[src/rtl/control_unit_seq.sv]
// control_unit_seq: multi-cycle CPU control FSM (IDLE/EXEC/MEM/WB/TRAP) with registered outputs.
// Define ILLEGAL_OP_TRAP_EN to trap on illegal opcodes; otherwise they execute as a NOP.
module control_unit_seq #(
    parameter int unsigned OPCODE_W = 8,
    parameter int unsigned ALUOP_W  = 3,
    parameter int unsigned CNT_W    = 16
) (
    input  logic                clk,
    input  logic                reset,
    input  logic [OPCODE_W-1:0] opcode,
    input  logic                instr_valid,
    input  logic                busywait,
    output logic                writeenable,
    output logic                alusrc,
    output logic                nemux,
    output logic                read,
    output logic                write,
    output logic                writesrc,
    output logic [ALUOP_W-1:0]  aluop,
    output logic [1:0]          branch,
    output logic                pc_stall,
    output logic [CNT_W-1:0]    stall_cycles,
    output logic                illegal
);

    typedef enum logic [2:0] {StIdle, StExec, StMem, StWb, StTrap} state_e;

    typedef struct packed {
        logic       we;
        logic       alusrc;
        logic       nemux;
        logic [2:0] aluop;
        logic [1:0] branch;
        logic       load;
        logic       store;
    } dec_t;

    typedef struct packed {
        logic               we;
        logic               alusrc;
        logic               nemux;
        logic               read;
        logic               write;
        logic               writesrc;
        logic [ALUOP_W-1:0] aluop;
        logic [1:0]         branch;
        logic               pc_stall;
    } out_t;

    // Illegal opcodes (upper bits set, 0x0B, 0x12+) fall through to an all-zero decode.
    function automatic dec_t decode(input logic [OPCODE_W-1:0] op);
        dec_t d;
        d = '0;
        case (16'(op))
            16'h00: begin d.we = 1'b1; d.alusrc = 1'b1; d.aluop = 3'b001; end
            16'h01: begin d.we = 1'b1; d.alusrc = 1'b1; d.aluop = 3'b001; d.nemux = 1'b1; end
            16'h02: begin d.we = 1'b1; d.alusrc = 1'b1; d.aluop = 3'b010; end
            16'h03: begin d.we = 1'b1; d.alusrc = 1'b1; d.aluop = 3'b011; end
            16'h04: begin d.we = 1'b1; d.alusrc = 1'b1; d.aluop = 3'b000; end
            16'h05: begin d.we = 1'b1; d.aluop = 3'b000; end
            16'h06: d.branch = 2'b01;
            16'h07: begin d.aluop = 3'b001; d.nemux = 1'b1; d.branch = 2'b10; end
            16'h08: begin d.aluop = 3'b001; d.nemux = 1'b1; d.branch = 2'b11; end
            16'h09: begin d.we = 1'b1; d.alusrc = 1'b1; d.aluop = 3'b100; end
            16'h0A: begin d.we = 1'b1; d.aluop = 3'b101; end
            16'h0C: begin d.we = 1'b1; d.aluop = 3'b110; end
            16'h0D: begin d.we = 1'b1; d.aluop = 3'b111; end
            16'h0E: begin d.load = 1'b1; d.alusrc = 1'b1; end
            16'h0F: d.load = 1'b1;
            16'h10: begin d.store = 1'b1; d.alusrc = 1'b1; end
            16'h11: d.store = 1'b1;
            default: d = '0;
        endcase
        return d;
    endfunction

    state_e           state_q, state_d;
    dec_t             dec_q, dec_d;
    out_t             out_q, out_d;
    logic [CNT_W-1:0] cnt_q, cnt_d;
    logic             accept;
    logic             trap_in;

`ifdef ILLEGAL_OP_TRAP_EN
    logic illegal_q;

    assign trap_in = (16'(opcode) == 16'h0B) || (16'(opcode) > 16'h11);

    always_ff @(posedge clk or negedge reset) begin
        if (!reset) begin
            illegal_q <= 1'b0;
        end else if (state_d == StTrap) begin
            illegal_q <= 1'b1;
        end
    end

    assign illegal = illegal_q;
`else
    assign trap_in = 1'b0;
    assign illegal = 1'b0;
`endif

    always_ff @(posedge clk or negedge reset) begin
        if (!reset) begin
            state_q <= StIdle;
            dec_q   <= '0;
            out_q   <= '0;
            cnt_q   <= '0;
        end else begin
            state_q <= state_d;
            dec_q   <= dec_d;
            out_q   <= out_d;
            cnt_q   <= cnt_d;
        end
    end

    always_comb begin
        state_d = state_q;
        dec_d   = dec_q;
        accept  = 1'b0;
        case (state_q)
            StIdle: accept = instr_valid;
            StExec: begin
                if (dec_q.load || dec_q.store) begin
                    state_d = StMem;
                end else begin
                    accept  = instr_valid;
                    state_d = StIdle;
                end
            end
            StMem:   if (!busywait) state_d = dec_q.load ? StWb : StIdle;
            StWb:    state_d = StIdle;
            StTrap:  state_d = StTrap;
            default: state_d = StIdle;
        endcase
        if (accept) begin
            dec_d   = decode(opcode);
            state_d = trap_in ? StTrap : StExec;
        end
    end

    // Outputs are computed for the state being entered so they appear registered.
    always_comb begin
        out_d = '0;
        case (state_d)
            StExec: begin
                out_d.we     = dec_d.we;
                out_d.alusrc = dec_d.alusrc;
                out_d.nemux  = dec_d.nemux;
                out_d.aluop  = ALUOP_W'(dec_d.aluop);
                out_d.branch = dec_d.branch;
            end
            StMem: begin
                out_d.read     = dec_d.load;
                out_d.write    = dec_d.store;
                out_d.pc_stall = 1'b1;
                out_d.alusrc   = dec_d.alusrc;
                out_d.aluop    = ALUOP_W'(dec_d.aluop);
            end
            StWb: begin
                out_d.we       = 1'b1;
                out_d.writesrc = 1'b1;
            end
            default: out_d = '0;
        endcase
    end

    always_comb begin
        cnt_d = cnt_q;
        if (state_q == StMem && busywait && cnt_q != '1) begin
            cnt_d = cnt_q + CNT_W'(1);
        end
    end

    assign writeenable  = out_q.we;
    assign alusrc       = out_q.alusrc;
    assign nemux        = out_q.nemux;
    assign read         = out_q.read;
    assign write        = out_q.write;
    assign writesrc     = out_q.writesrc;
    assign aluop        = out_q.aluop;
    assign branch       = out_q.branch;
    assign pc_stall     = out_q.pc_stall;
    assign stall_cycles = cnt_q;

endmodule

[config.mk]
export PLATFORM = sky130hd
export DESIGN_NAME = control_unit_seq
export DESIGN_NICKNAME = d
export VERILOG_FILES = /design/src/rtl/control_unit_seq.sv
export SDC_FILE = /design/constraint.sdc
export NUM_CORES = 1
export LEC_CHECK = 0
export ABC_CLOCK_PERIOD_IN_PS = 1500
export CAP_MARGIN = 20
export CORE_ASPECT_RATIO = 0.75
export CORE_UTILIZATION = 45
export CTS_BUF_LIST = sky130_fd_sc_hd__clkbuf_8 sky130_fd_sc_hd__clkbuf_16
export DETAILED_ROUTE_END_ITERATION = 10
export PLACE_DENSITY = 0.75
export RECOVER_POWER = 25
export SYNTH_ARGS = -nofsm -noshare
export SYNTH_HDL_FRONTEND = slang
export SYNTH_SLANG_ARGS = --single-unit
[constraint.sdc]
create_clock -name clk -period 1.5 [get_ports clk]
set_input_delay 0.225 -clock clk [delete_from_list [all_inputs] [get_ports clk]]
set_output_delay 0.225 -clock clk [all_outputs]
set_load 0.01 [all_outputs]
==> qor.csv <==
stage,metric,value,unit
grt,initial antenna violation count,0,
final_layout,post-layout util,75.83,%
clocking,clock-pin slew on the worst setup and hold paths,0.08,ns
timing,Max-slew headroom,41.46,%
setup_path,CP Class,reg2reg,
drt,DRC Markers,0,
synth,Synth async-reset ratio,100.0,%
grt,Total GRT Usage,22.59,%
timing,Final Max Tran Viols,0,
floorplan,Die ar.,4502,um^2
hold_path,worst hold stages,5,
setup_path,Setup crit start kind,flop,
clocking,Clock Path Buffers,2,
synth,Synth Area per Inst,11.08,um^2
final_layout,n_diodes,0,
timing,total negative slack,-0.03190,ns
drt,final wirelength,5002,um
synth,"Seq/Total Area, Yosys",48.59,%
clocking,H-tree levels,2,
drt,vias post-DR,1730,
placed_design,GPL Wtd Cong,0.9016,
floorplan,Floorplan Core Area,4054,um^2
synth,Netlist cell types,53,
drt,DR vias/cell,5.356,
placed_design,Place WS,-0.3861,ns
setup_path,"Slowest-stage cell, CP",dfrtp_1,
floorplan,Die X,77.14,um
pwr,Static Leak,1.602,nW
setup_path,worst endpoint required time,1.68,ns
synth,syn nets,185,
hold_path,Hold Crit Class,in2reg,
timing,Setup-failing EPs final,2,
clocking,CTS buffer count,5,
final_layout,"non-filler cells, final",323,
pwr,total power per unit cell area,762.2,nW/um^2
timing,highest attainable clock frequency,659.3,MHz
timing,final hold vios,0,
timing,clock skew,0.006852,ns
synth,Synth Register Bits,37,
hold_path,Worst Hold Launch,opcode[4],
floorplan,Rows,20,
setup_path,cell breakdown of the critical path,and4bb_4 -> nand2_8 -> nor3_4 -> mux2_4,
timing,setup ws final,-0.01680,ns
synth,Synth warnings,0,
clocking,CTS Sinks,37,
grt,first-pass GRT wire length,7838,um
setup_path,Reg2Reg Setup Slack,-0.02,ns
pwr,total power,2.343,mW
outcome,failing checks,setup timing,
setup_path,Reg-to-Reg End,stall_cycles[12],
pwr,VDD IR max,0.5916,mV
synth,Post-Synthesis Cells,172,
final_layout,Area Growth Syn to Fin,61.33,%
setup_path,Critical Path AT,1.69,ns
final_layout,share of cells above drive strength 1,41.79,%
setup_path,"slowest stage delay, CP",0.43,ns
synth,area of the mapped netlist,1906,um^2
timing,fin crit share,101.1,%
placed_design,I/O Buffers,39,
final_layout,fillers,268,
floorplan,Die H,58.36,um
setup_path,Worst setup EP type,flop,
clocking,Skew-Pair Late Insertion Delay,0.29,ns
drt,DRT iter0 DRCs,64,
synth,ys flop type,dfrtp_1,
synth,Post-synth EDFFs,0,
drt,Avg WL per Cell,15.49,um
timing,Fin Hold WS,0.4590,ns
placed_design,# placed instances,306,
placed_design,placed cell area,2715,um^2
final_layout,fin area,3074,um^2
drt,antenna-violating nets left,0,
grt,vias in the first global route,1707,
placed_design,DP HPWL,3487,um
final_layout,"most common cell after layout, fill and taps aside",buf_4,
hold_path,WHS Endpoint,dec_q[1],
outcome,status,"complete, but fails checks",
final_layout,final layout net count,280,
floorplan,io pins,41,
job,total of max-cap violations,0,
timing,Least-Margin Pin Slew,0.8780,ns
floorplan,Starting Density,47.01,%
final_layout,most frequent cells in the layout,"49 x buf_4, 29 x dfrtp_1, 21 x clkdlybuf4s50_1",
grt,global route overflow,0,
setup_path,R2R depth,4,
setup_path,Crit Path Max Fanout,6,
timing,RSZ-0062 raised after global routing,yes,
timing,minimum clock period,1.517,ns
clocking,Hold Buf Count CTS,0,
grt,largest net degree at the start of global routing,38,
setup_path,Crit Reg-Reg Startpoint,state_q[2],
clocking,clk root buf,clkbuf_8,
clocking,CTS tree,built,
drt,first-pass iteration count of the detailed router,5,
[Yosys cell counts (all sizes together), types with 3 or more instances]
library cell / count / area (um^2)
a31oi: 4 / 25.02
nand3: 8 / 70.06
nor2b: 3 / 18.77
nor4: 6 / 92.59
a211oi: 3 / 22.52
mux2: 4 / 48.79
buf: 4 / 22.52
nand2: 19 / 78.82
nand2b: 4 / 25.02
o21ai: 3 / 15.01
or3: 3 / 18.77
or2: 3 / 21.28
dfrtp: 37 / 925.9
a22oi: 3 / 22.52
a21o: 3 / 22.52
nor2: 11 / 41.29
nor4b: 3 / 45.04
nor3: 6 / 30.03
a21oi: 8 / 40.04
xor2: 9 / 78.83
[sequential cells by signal, summed over array words and instances (netlist names)]
signal,flops
writeenable,1
stall_cycles,16
read,1
pc_stall,1
write,1
dec_q,6
branch,2
aluop,3
writesrc,1
state_q,3
alusrc,1
nemux,1
[metal layers]
| layer | vias up | wire (um) | track usage (%) |
|---|---|---|---|
| li1 | 812 | - | - |
| met1 | 857 | 2018 | 27.00 |
| met2 | 50 | 2723 | 40.33 |
| met3 | 11 | 195 | 5.426 |
| met4 | 0 | 65 | 8.356 |
| met5 | - | 0 | 0 |
[kinds of logic (layout without fill, tap and decap cells)]
kind of cell / Yosys count / after routing / share of synthesized area (%)
AND/OR/NAND/NOR: 81 / 81 / 30.86
flip-flops: 37 / 37 / 48.59
AO/OA/AOI/OAI: 30 / 30 / 10.50
XOR/XNOR: 9 / 9 / 4.137
buffers and inverters: 8 / 104 / 1.970
multiplexers: 5 / 5 / 3.086
adder cells (fa/ha/maj): 1 / 1 / 0.6565
other: 1 / 1 / 0.1968
[worst max path at each step]
stage	start	to	slack [ns]	depth (start not counted)
2_1_floorplan	stall_cycles[10]	stall_cycles[14]	-0.06	4
3_3_place_gp	opcode[4]	aluop[0]	-0.21	5
3_5_place_dp	opcode[4]	aluop[0]	-0.39	5
4_1_cts	opcode[5]	write	-0.01	5
5_1_grt	state_q[0]	aluop[0]	-0.07	6
6_report	state_q[2]	stall_cycles[12]	-0.02	4
[critical path: cells and delay by family (launching register included)]
| family | cells | cell delay, ns |
|---|---|---|
| muxes | 1 | 0.31 |
| and+or+nand+nor | 3 | 0.66 |
| DFF | 1 | 0.43 |
[timing repair]
item | 4_1_cts | 5_1_grt
gates resized for setup | 22 | 26
pin swaps | 3 | 12
cloned | 0 | 0
buffers inserted | 4 | 5
setup endpoints to repair | 21 | 25
[report_power, final]
group	total (mW)	internal [mW]	leakage [nW]	switching, mW
combinational	0.291	0.153	1.04	0.138
sequential	1.04	1.02	0.497	0.0189
clock	1.02	0.660	0.0681	0.355
total	2.34	1.83	1.60	0.512
[final cells by class]
cell class	count	area, um^2	area share (%)
Tap cell	55	68.82	2.239
Clock buffer	5	68.82	2.239
Multi-Input combinational cell	127	1111	36.14
Clock inverter	3	65.06	2.116
Inverter	2	7.507	0.2442
Sequential cell	37	935.9	30.44
Timing Repair Buffer	94	817.0	26.58
Note: power is estimated with default switching activity, not from simulation.
==> patch 1 (config.mk and constraints unchanged) <==
Re-encode `state_e` (5 states) as Gray code, 3 bits wide.
--- a/src/rtl/control_unit_seq.sv
+++ b/src/rtl/control_unit_seq.sv
@@ -24,5 +24,5 @@
 );
 
-    typedef enum logic [2:0] {StIdle, StExec, StMem, StWb, StTrap} state_e;
+    typedef enum logic [2:0] {StIdle = 3'b000, StExec = 3'b001, StMem = 3'b011, StWb = 3'b010, StTrap = 3'b110} state_e;
 
     typedef struct packed {
Formal check against the unedited RTL: same outputs for any inputs over 10 cycles, from zero or initial values and one cycle with reset low; not proved beyond that.
==> patch 1 against the unedited design <==
  * The run still ends with negative setup slack left
  * Setup slack worse by 0.21 ns
  * Via count is 8.4% higher
  * Synthesized area is 3.8% lower
  * Global-route usage is 4.5 points higher
  * Sequential cell count stayed put
  * Cell area hardly changed
  * Total power is 13% lower
  * Routed wire length is 22% higher
  * Critical path type unchanged
  * Critical endpoint is now stall_cycles[7]
==> patch 1: results (changes against the unedited design) <==
DP HPWL 3567 microns (+2.3%); Fin Setup TNS -1.581 ns (-1.549 ns); fin worst setup slack -0.2223 ns (-0.2055 ns); RePlAce Congestion 0.8355 (-7.3%); Antenna diodes 0 (unchanged); Synth top cells by count dfrtp_1 (37), nand2_1 (20), a21oi_1 (10), nor2_1 (10), nand3_1 (9); Layout Nets 291 (+3.9%); DR vias 1875 (+8.4%); WL final 6105 microns (+22%); Setup violations, final 15 (+13); worst hold path type flop to flop; 1st-iter DRT viols 158 (+150%); Synthesized Nets 193 (+4.3%); max reg flops 16 (unchanged); Pleak 1.544 nW (-3.6%); first-pass GRT wire length 8514 microns (+8.6%); CP arrival 1.94 ns (+0.25 ns); layout cell share with drive strength beyond 1 0.4301 (+0.01220); skew final 0.01510 ns (+0.008249 ns); Cells after DPL 317 (+3.6%); vias in the first global route 1840 (+7.8%); number of clock buffers inserted by TritonCTS 5 (unchanged); Syn Area/Cell 10.18 sq um (-8.1%); violated checks negative setup slack; Worst-Margin Slew 0.9083 ns (+0.03026 ns); Pre-Repair DR Iteration Count 4 (-1); Net Sw Frac 0.2704 (+0.05203); largest net degree at the start of global routing 38 (unchanged); status complete, but fails checks; maximum vdd ir drop 748.3 uV (+26%); sequential element share of the synthesized area 0.5051 (+0.01924); gr usage total 0.2707 (+0.04474); Synth area leaders dfrtp_1 (51%), nand2_1 (4.1%), xor2_1 (3.3%); Routed WL per cell 18.44 microns (+19%); Cell Area, Placed 2705 sq um (-0.37%); post-synth cell types 48 (-9.4%); buffers added on ports 39 (unchanged); H-tree levels 2 (unchanged)
## patch 1: final timing paths
check | endpoint | cells past startpoint | start | slack (ns)
worst max-delay path | stall_cycles[7] | 5 | state_q[2] | -0.22
min in group asynchronous | stall_cycles[7] | 2 | reset | 0.58
worst min-delay path | dec_q[4] | 2 | dec_q[4] | 0.49
max in group asynchronous | state_q[0] | 2 | reset | 0.29
worst max register to register | stall_cycles[7] | 5 | state_q[2] | -0.22
worst min register to register | dec_q[4] | 2 | dec_q[4] | 0.49
## patch 1: cells by family after synthesis
kind of cell / share of synthesized area
xor gates and xnor gates: 0.05734
muxes: 0.03003
adders and majority gates: 0.006825
AOI/OAI and AO/OA: 0.09215
buffers and inverters: 0.02525
DFF: 0.5051
other: 0.002046
and+or+nand+nor: 0.2812
## patch 1: per-layer routing
metal  wire, microns  GRT usage  share of wire  vias to the layer above
met4             216    0.08201          0.035                        0
li1                -          -              -                      850
met5               0          0              0                        -
met2            3198     0.4643           0.52                       77
met3             309    0.07774          0.051                       22
met1            2380     0.3291           0.39                      926
## patch 1: area by class of cell
cell class / count / area, sq um
clock inverter: 3 / 17.52
multi-input combinational: 132 / 1122
fill: 208 / 706.9
tap: 52 / 65.06
timing repair buffer: 98 / 850.8
sequential: 37 / 933.4
inverter: 4 / 15.01
clock buffer: 5 / 68.82
## patch 1: per-stage QoR
stage / hold WS [ns] / worst slack, ns / util
2_1_floorplan: -0.07059 / -0.1992 / -
3_3_place_gp: 0.4482 / -0.3623 / 0.7157
3_5_place_dp: 0.4656 / -0.3955 / 0.7157
4_1_cts: 0.3104 / -0.1524 / 0.7660
5_1_grt: 0.5126 / -0.2591 / 0.8130
6_report: 0.4886 / -0.2223 / 0.8130
## patch 1: critical path: stages, from the launching register on
cell and delay [ns]:
dfrtp_1 0.40, buf_6 0.14, and4b_1 0.32, nand3_1 0.22, nor4b_4 0.32, xor2_1 0.23
## patch 1: what timing repair did
item / in CTS / in global routing
setup endpoints to repair: 29 / 31
buffers inserted: 4 / 3
pin swaps: 9 / 16
resized for setup: 34 / 38
## patch 1: power groups by stage
stage | clock (mW) | sequential (mW) | combinational [mW]
after floorplan | 0 | 1.07 | 0.0882
after global placement | 0 | 1.05 | 0.257
final | 0.704 | 1.03 | 0.290
after detailed placement | 0 | 1.05 | 0.269
after global routing | 0.752 | 1.04 | 0.314
after CTS | 0.692 | 1.03 | 0.278
==> patch 2 (same flow settings) <==
Made on the original files. Set the parameter `ALUOP_W` to 6 (it was 3).
--- a/src/rtl/control_unit_seq.sv
+++ b/src/rtl/control_unit_seq.sv
@@ -3,5 +3,5 @@
 module control_unit_seq #(
     parameter int unsigned OPCODE_W = 8,
-    parameter int unsigned ALUOP_W  = 3,
+    parameter int unsigned ALUOP_W  = 6,
     parameter int unsigned CNT_W    = 16
 ) (
Interface: changed (resized aluop); port bits go from 41 to 44. No check against the original RTL was run, so the function may have changed too.
==> patch 2 against the unedited design <==
  * The run still ends with negative setup slack left
  * Synthesized area shrank 3.4%
  * Cell area shrank 6.0%
  * Routed wire length grew 6.1%
  * Largest power group unchanged
  * Via count grew 3.1%
  * Total power shrank 4.0%
  * Non-clock buffer count shrank 1
  * Sequential cell count is the same
  * Cell count is the same
  * Clock power shrank 10%
  * Setup slack lost 0.12 ns
  * Critical endpoint is now stall_cycles[10]
  * Highest routed layer unchanged
  * Fmax shrank 7.2%
==> patch 2: results (changes against the unedited design) <==
Antenna diodes 0 (unchanged); Pre-Repair DR Iteration Count 4 (-1); layout cell share with drive strength beyond 1 0.3506 (-0.06736); gr usage total 0.2483 (+0.02241); vias in the first global route 1694 (-0.76%); Layout Nets 283 (+1.1%); Routed WL per cell 16.42 microns (+6.1%); Cell Area, Placed 2630 sq um (-3.1%); DP HPWL 3525 microns (+1.1%); CP arrival 1.83 ns (+0.14 ns); CTS clock-pin slew for the worst setup and hold paths 0.08 ns (about the same); number of clock buffers inserted by TritonCTS 5 (unchanged); worst skew pair latency 0.29 ns (about the same); post-synth cell types 48 (-9.4%); Crit-path slowest cell or3_4; root buffer cell clkbuf_8; status complete, but fails checks; worst hold path type input port to flop; RePlAce Congestion 0.8702 (-3.5%); skew final 0.006733 ns (-0.0001197 ns); Synth top cells by count dfrtp_1 (37), nand2_1 (17), nand3_1 (14), nor2_1 (10), a21oi_1 (7); violated checks negative setup slack; vias per std cell 5.520 (+3.1%); Net Sw Frac 0.2383 (+0.01987); maximum vdd ir drop 572.1 uV (-3.3%); initial antenna violation count 0 (unchanged); Setup violations, final 9 (+7); fin worst setup slack -0.1344 ns (-0.1176 ns); core area 3780 sq um (-6.8%); clk buf depth 2 (unchanged); Rel. slew slack 0.3951 (-0.01954); Synth area leaders dfrtp_1 (50%), nand3_1 (3.8%), nand2_1 (3.5%); final non-filler cell total 323 (unchanged); 1st-iter DRT viols 164 (+160%); first-pass GRT wire length 7907 microns (+0.88%); sequential element share of the synthesized area 0.5031 (+0.01718); Cells after DPL 308 (+0.65%); critical path fanouts, max 4 (-2); synthesized netlist cell count 176 (+2.3%); Pleak 1.461 nW (-8.8%); slowest cell delay on critical path 0.45 ns (+0.02 ns)
==> patch 2: final timing paths <==
check | from | endpoint | slack, ns | depth (start not counted)
worst max-delay path | state_q[0] | stall_cycles[10] | -0.13 | 4
worst min-delay path | opcode[4] | dec_q[5] | 0.47 | 5
worst max register to register | state_q[0] | stall_cycles[10] | -0.13 | 4
worst min register to register | dec_q[5] | dec_q[5] | 0.48 | 2
max in group asynchronous | reset | stall_cycles[0] | 0.28 | 2
min in group asynchronous | reset | stall_cycles[10] | 0.60 | 2
==> patch 2: kinds of logic (layout without fill, tap and decap cells) <==
logic type	after synthesis	count (layout)	share of synthesized area
simple gates	78	78	0.2617
flops	37	37	0.5031
compound gates	32	32	0.1203
buf+inv	13	105	0.03467
xor+xnor	10	10	0.04758
mux	4	4	0.02379
fa+ha+maj	1	1	0.006797
other cells	1	4	0.002037
==> patch 2: metal layers <==
layer  track usage  vias up  routed length, microns  part of all wire
li1              -      819                       -                 -
met1        0.3249      851                    2332              0.44
met2        0.3793       90                    2474              0.47
met3       0.07774       23                     325             0.061
met4        0.1058        0                     172             0.032
met5             0        -                       0                 0
==> patch 2: critical path, delay by kind of cell (launching register included) <==
| family | cells | cell delay [ns] |
|---|---|---|
| simple gates | 3 | 0.88 |
| flops | 1 | 0.42 |
| xor+xnor | 1 | 0.25 |
==> patch 2: power groups by stage <==
stage	Combinational [mW]	Sequential (mW)	Clock [mW]
after floorplan	0.0953	1.07	0
after global routing	0.324	1.04	0.973
final	0.298	1.03	0.917
after CTS	0.296	1.03	0.914
after global placement	0.281	1.05	0
after detailed placement	0.296	1.06	0
==> patch 2: area by class of cell <==
type | instances | area, sq um
multi-input cells | 129 | 977.2
clock inverters | 2 | 37.54
flip-flops and latches | 37 | 927.1
well taps | 52 | 65.06
inverters | 4 | 15.01
repair buffers | 93 | 784.5
fillers | 241 | 890.9
clock buffers | 6 | 82.58
==> patch 2: through the flow <==
step | power [mW] | TNS [ns] | setup WS, ns
6_report | 2.249 | -0.4908 | -0.1344
4_1_cts | 2.246 | -0.1257 | -0.03567
2_1_floorplan | 1.163 | -0.001903 | -0.0008171
3_5_place_dp | 1.351 | -6.537 | -0.3206
5_1_grt | 2.333 | -1.637 | -0.2165
3_3_place_gp | 1.333 | -4.787 | -0.2530
==> patch 2: what timing repair did <==
action	CTS	global route
buffers inserted	3	4
pin swaps	2	9
gates resized for setup	17	22
hold buffers	0	0
endpoints found under the setup margin	22	24
